===== src/rtl/pipeline_control_pkg.sv =====
// Shared definitions for the pipeline hazard/flush controller.
// State encoding, parameter defaults and control-bundle type.
package pipeline_control_pkg;

  localparam logic [1:0] ST_RUN   = 2'd0;
  localparam logic [1:0] ST_FLUSH = 2'd1;
  localparam logic [1:0] ST_MWAIT = 2'd2;

  localparam int FLUSH_CYCLES_DEF = 1;
  localparam int MEM_TIMEOUT_DEF  = 255;
  localparam int CNT_W            = 16;

  typedef struct packed {
    logic if_stall;
    logic id1_stall;
    logic id2_stall;
    logic ex_stall;
    logic me_stall;
    logic id_clear;
    logic ex1_clear;
    logic ex2_clear;
    logic me2_clear;
    logic wb_clear;
    logic id_split;
  } ctl_t;

  function automatic ctl_t ctl_idle();
    return '0;
  endfunction

endpackage


===== src/rtl/pipeline_control_t_sat.sv =====
// Saturating up-counter with synchronous clear.
// Reset and clear both return it to zero.
module sat_counter_t
  import pipeline_control_pkg::*;
#(
  parameter int W = CNT_W
) (
  input  logic         clk,
  input  logic         rst,
  input  logic         clr,
  input  logic         en,
  output logic [W-1:0] count
);

  always_ff @(posedge clk) begin
    if (rst) begin
      count <= '0;
    end else if (clr) begin
      count <= '0;
    end else if (en && (count != {W{1'b1}})) begin
      count <= count + 1'b1;
    end
  end

endmodule


===== src/rtl/pipeline_control_t.sv =====
// Dual-issue pipeline stall/flush controller.
// Memory wait dominates redirects, which dominate ID hazards.
module pipeline_control_t
  import pipeline_control_pkg::*;
#(
  parameter int FLUSH_CYCLES = FLUSH_CYCLES_DEF,
  parameter int MEM_TIMEOUT  = MEM_TIMEOUT_DEF
) (
  input  logic             CLK,
  input  logic             RST,
  input  logic             ACT,
  input  logic             me_busy,
  input  logic             ex_redirect,
  input  logic             redirect_lane,
  input  logic             id_hazard,
  input  logic             pair_conflict,
  output logic             if_stall,
  output logic             id1_stall,
  output logic             id2_stall,
  output logic             ex_stall,
  output logic             me_stall,
  output logic             id_clear,
  output logic             ex1_clear,
  output logic             ex2_clear,
  output logic             me2_clear,
  output logic             wb_clear,
  output logic             id_split,
  output logic [1:0]       state,
  output logic [CNT_W-1:0] stall_cnt,
  output logic             mem_timeout
);

  localparam logic [1:0] FLUSH_LOAD = 2'(FLUSH_CYCLES);
  localparam logic [CNT_W-1:0] TO_LAST = CNT_W'(MEM_TIMEOUT - 1);

  logic [1:0]       flush_cnt;
  logic             ret_flush;
  logic [CNT_W-1:0] wait_cnt;

  logic [1:0] state_nx;
  logic [1:0] flush_nx;
  logic       ret_nx;
  ctl_t       ctl;

  always_comb begin
    ctl = ctl_idle();
    if (ACT) begin
      if (me_busy) begin
        ctl.if_stall  = 1'b1;
        ctl.id1_stall = 1'b1;
        ctl.id2_stall = 1'b1;
        ctl.ex_stall  = 1'b1;
        ctl.me_stall  = 1'b1;
        ctl.wb_clear  = 1'b1;
      end else if (ex_redirect) begin
        ctl.id_clear  = 1'b1;
        ctl.ex1_clear = 1'b1;
        ctl.ex2_clear = 1'b1;
        ctl.me2_clear = ~redirect_lane;
      end else if (state == ST_FLUSH) begin
        ctl.id_clear  = 1'b1;
        ctl.ex1_clear = 1'b1;
        ctl.ex2_clear = 1'b1;
      end else if (id_hazard) begin
        ctl.if_stall  = 1'b1;
        ctl.id1_stall = 1'b1;
        ctl.id2_stall = 1'b1;
        ctl.ex1_clear = 1'b1;
        ctl.ex2_clear = 1'b1;
      end else if (pair_conflict) begin
        ctl.id_split  = 1'b1;
        ctl.if_stall  = 1'b1;
        ctl.ex2_clear = 1'b1;
      end
    end
  end

  // Flush counter freezes across a memory wait and resumes afterwards.
  always_comb begin
    state_nx = state;
    flush_nx = flush_cnt;
    ret_nx   = ret_flush;
    if (me_busy) begin
      state_nx = ST_MWAIT;
      if (state == ST_FLUSH) ret_nx = 1'b1;
    end else if (ex_redirect) begin
      state_nx = ST_FLUSH;
      flush_nx = FLUSH_LOAD;
      ret_nx   = 1'b0;
    end else begin
      unique case (1'b1)
        (state == ST_MWAIT): begin
          state_nx = ret_flush ? ST_FLUSH : ST_RUN;
          ret_nx   = 1'b0;
        end
        (state == ST_FLUSH): begin
          flush_nx = flush_cnt - 2'd1;
          if (flush_cnt <= 2'd1) state_nx = ST_RUN;
        end
        default: state_nx = ST_RUN;
      endcase
    end
  end

  always_ff @(posedge CLK) begin
    if (RST) begin
      state       <= ST_RUN;
      flush_cnt   <= '0;
      ret_flush   <= 1'b0;
      mem_timeout <= 1'b0;
    end else if (ACT) begin
      state     <= state_nx;
      flush_cnt <= flush_nx;
      ret_flush <= ret_nx;
      if (me_busy && (wait_cnt >= TO_LAST)) mem_timeout <= 1'b1;
    end
  end

  sat_counter_t #(.W(CNT_W)) u_wait (
    .clk   (CLK),
    .rst   (RST),
    .clr   (ACT & ~me_busy),
    .en    (ACT & me_busy),
    .count (wait_cnt)
  );

  sat_counter_t #(.W(CNT_W)) u_stall (
    .clk   (CLK),
    .rst   (RST),
    .clr   (1'b0),
    .en    (ACT & ctl.if_stall),
    .count (stall_cnt)
  );

  assign if_stall  = ctl.if_stall;
  assign id1_stall = ctl.id1_stall;
  assign id2_stall = ctl.id2_stall;
  assign ex_stall  = ctl.ex_stall;
  assign me_stall  = ctl.me_stall;
  assign id_clear  = ctl.id_clear;
  assign ex1_clear = ctl.ex1_clear;
  assign ex2_clear = ctl.ex2_clear;
  assign me2_clear = ctl.me2_clear;
  assign wb_clear  = ctl.wb_clear;
  assign id_split  = ctl.id_split;

endmodule


===== config.mk =====
export PLATFORM = sky130hd
export DESIGN_NAME = pipeline_control_t
export DESIGN_NICKNAME = d
export VERILOG_FILES = /design/src/rtl/pipeline_control_pkg.sv /design/src/rtl/pipeline_control_t_sat.sv /design/src/rtl/pipeline_control_t.sv
export SDC_FILE = /design/constraint.sdc
export NUM_CORES = 1
export LEC_CHECK = 0
export ABC_AREA = 1
export CORE_AREA = 2 2 67 69
export DETAILED_ROUTE_END_ITERATION = 10
export DIE_AREA = 0 0 69 71
export GPL_TIMING_DRIVEN = 0
export HOLD_SLACK_MARGIN = 0.15
export PLACE_DENSITY = 0.9
export SYNTH_ARGS = -nofsm -noshare
export SYNTH_HDL_FRONTEND = slang
export SYNTH_SLANG_ARGS = --single-unit

===== constraint.sdc =====
create_clock -name CLK -period 3.57 [get_ports CLK]
set_input_delay 0.5355 -clock CLK [delete_from_list [all_inputs] [get_ports CLK]]
set_output_delay 0.5355 -clock CLK [all_outputs]
set_load 0.05 [all_outputs]

==> reports/qor.yml <==
status: "complete, no violations"
worstSetupPathType: "in2out"
crit_arrival_ns: 2.63
worst_path_largest_cell_delay_ns: 0.83
antenna_left: 0
postCtsHoldBufs: 0
grt-ovfl-total: 0
leakagePower_nw: 1.03
skew_ns: 0.00564
reg2reg_to: "u_wait.count[11]"
p_clk_frac: 0.339
p_per_area_mw_per_mm2: 304
min_period_over_period: 0.885
clk_latency_ns: 0.29
cts_buffers: 5
p_int_mw: 0.625
post_cts_resized: 0
drt_pass1_iterations: 4
core_mm2: 0.00420
postCtsSetupBuffers: 0
antenna_found_initial: 0
grt_pass1_wl_um: 9760
max-clock-path-buffers: 2
rsz0062_at_grt: "no"
synth_edf_count: 0
synthArstFlopShare: 0
place_hpwl_um: 4280
combPwrFrac: 0.157
crit_slowest_cell: "clkdlybuf4s50_1"
grt.total_usage: 0.238
wirelength_um: 5680
end_kind: "primary output"
netlist_instances: 373
ys_types: 25
ff2ff_setup_slack_ns: 1.84
hold_class: "reg2reg"
num_rows: 24
ys_ff_latch: 38
netlist_area_mm2: 0.00233
synthMostInstantiatedCell: "nand2_1"
ir_worst_vdd_mv: 0.261
min_to: "flush_cnt[0]"
drc: 0
clkSinkCount: 38
maxCapViolations: 0
utilization: 0.679
pin_count: 38
port_buffers: 37
holdCritStartpoint: "flush_cnt[0]"
placed_area_mm2: 0.00277
synth.avg_cell_area_um2: 6.26
synthTopCellsByCount: "131 x nand2_1, 60 x nor2_1, 38 x dfxtp_1"
die_area_mm2: 0.00490
p_sw_mw: 0.241
avgRoutedWirePerCell_um: 12.1
finalMaxSlewViolations: 0
grt_max_degree: 11
synth_fp_nets: 385
hold_viol: 0
p_sw_frac: 0.279
worstReg2RegStart: "u_wait.count[0]"
slew_headroom: 0.641
die_w_um: 69
layout_setup_ws_ns: 0.409
worst_slew_pin_slew_ns: 0.538
pre_cts_slack_ns: 0.433
seq_power_share: 0.504
cp.buffers_inverters: 4
holdPathStages: 1
design_area_mm2: 0.00285
crit_path_max_fanout: 6
routabilityCongestion: 0.906
path_cells: "clkdlybuf4s50_1 > inv_1 > nor2_1 > inv_1 > nor3_1 > clkdlybuf4s50_1"
startpoint_type: "primary input"
required_ns: 3.03
synth_largest_area_cell: "dfxtp_1"
h-tree-depth: 2
clk_pin_slew_ns: 0.07
die_y_um: 71
ys_seq_area_frac: 0.326
cts_tree: "yes"
grt_pass1_vias: 2316
route.vias.total: 2440
drtIter0Drc: 189
synth_top_cell_area_share: 0.326
drive_gt1_frac: 0.0769
synth_ff_type: "dfxtp_1"
fin_setup_tns_ns: 0
cts-root-buf: "clkbuf_8"
vias_per_cell: 5.21
yosys_warnings: 0
diodes: 0
hold-worst-slack_ns: 0.474
fin_nets: 429
netlist_top_cells_area: "dfxtp_1 33%, nand2_1 21%, nor2_1 9.6%, a21oi_1 5.6%, inv_1 5.5%"
reg2reg_depth: 9
cp_top_family: "buffers and inverters"
max_freq_mhz: 316
setup_viol: 0
start_util: 0.555
area_delta_synth_final_pct: 22.2
final.min_clock_period_ns: 3.16
routing by layer:
layer  routed length, um  track usage
met5                   0            0
met4                  76       0.0784
met3                 218       0.0442
met2                2810        0.435
met1                2570        0.281
state kept, by name, summed over array words and instances, names as in the netlist:
signal and cells:
ret_flush 1, mem_timeout 1, u_wait.count 16, u_stall.count 16
flush_cnt 2, state 2
power by group through the flow:
stage | Combinational [mW] | Clock (mW) | Sequential (mW)
finish | 0.136 | 0.293 | 0.437
global route | 0.146 | 0.314 | 0.437
CTS | 0.137 | 0.297 | 0.437
detailed placement | 0.136 | 0 | 0.446
global placement | 0.133 | 0 | 0.446
floorplan | 0.0788 | 0 | 0.458
placed cells by master, fill, tap and decap left out:
master and n:
nand2_2 2, nor2_2 2, inv_1 34, inv_2 1, nand2_1 131, nor2_4 2, nand3_1 13, a21oi_2 9
clkbuf_1 2, nor2_1 60, a31oi_1 1, clkbuf_8 6, o21ai_0 13, buf_4 5, xor2_1 6, xnor2_1 6
ha_1 4, clkdlybuf4s50_1 37, nor3_1 2, o21ai_4 1, o21ai_2 1, nand4_1 10, a21oi_1 26, buf_2 1
buf_6 2, a211oi_1 1, dfxtp_1 38
stage by stage:
| stage | cells | total power, mW |
|---|---|---|
| 3_5_place_dp | 462 | 0.582 |
| 6_report | 468 | 0.866 |
| 3_3_place_gp | 462 | 0.579 |
| 5_1_grt | 468 | 0.897 |
| 2_1_floorplan | 373 | 0.537 |
| 4_1_cts | 468 | 0.870 |
worst max-delay path by stage:
stage,startpoint,to,slack (ns),cells past startpoint
floorplan,state[1],id_split,0.90,6
global placement,ACT,id_split,0.47,6
finish,ACT,id_split,0.41,6
detailed placement,ACT,id_split,0.43,6
global route,ACT,id_split,0.28,6
CTS,ACT,id_split,0.43,6
cells by family after synthesis:
group,count (synthesis),share of synthesized area
compound gates,52,0.134
xor+xnor,12,0.0450
buf+inv,45,0.0874
flops,38,0.326
fa+ha+maj,4,0.0214
simple gates,222,0.386
final cells by class:
class	count	area (um^2)
buffer	10	72.6
inverter	35	131
sequential	38	761
fill	395	1350
timing repair buffer	37	370
multi-input combinational	290	1370
clock buffer	6	82.6
tap	52	65.1
Power figures use the tool's default switching activity.
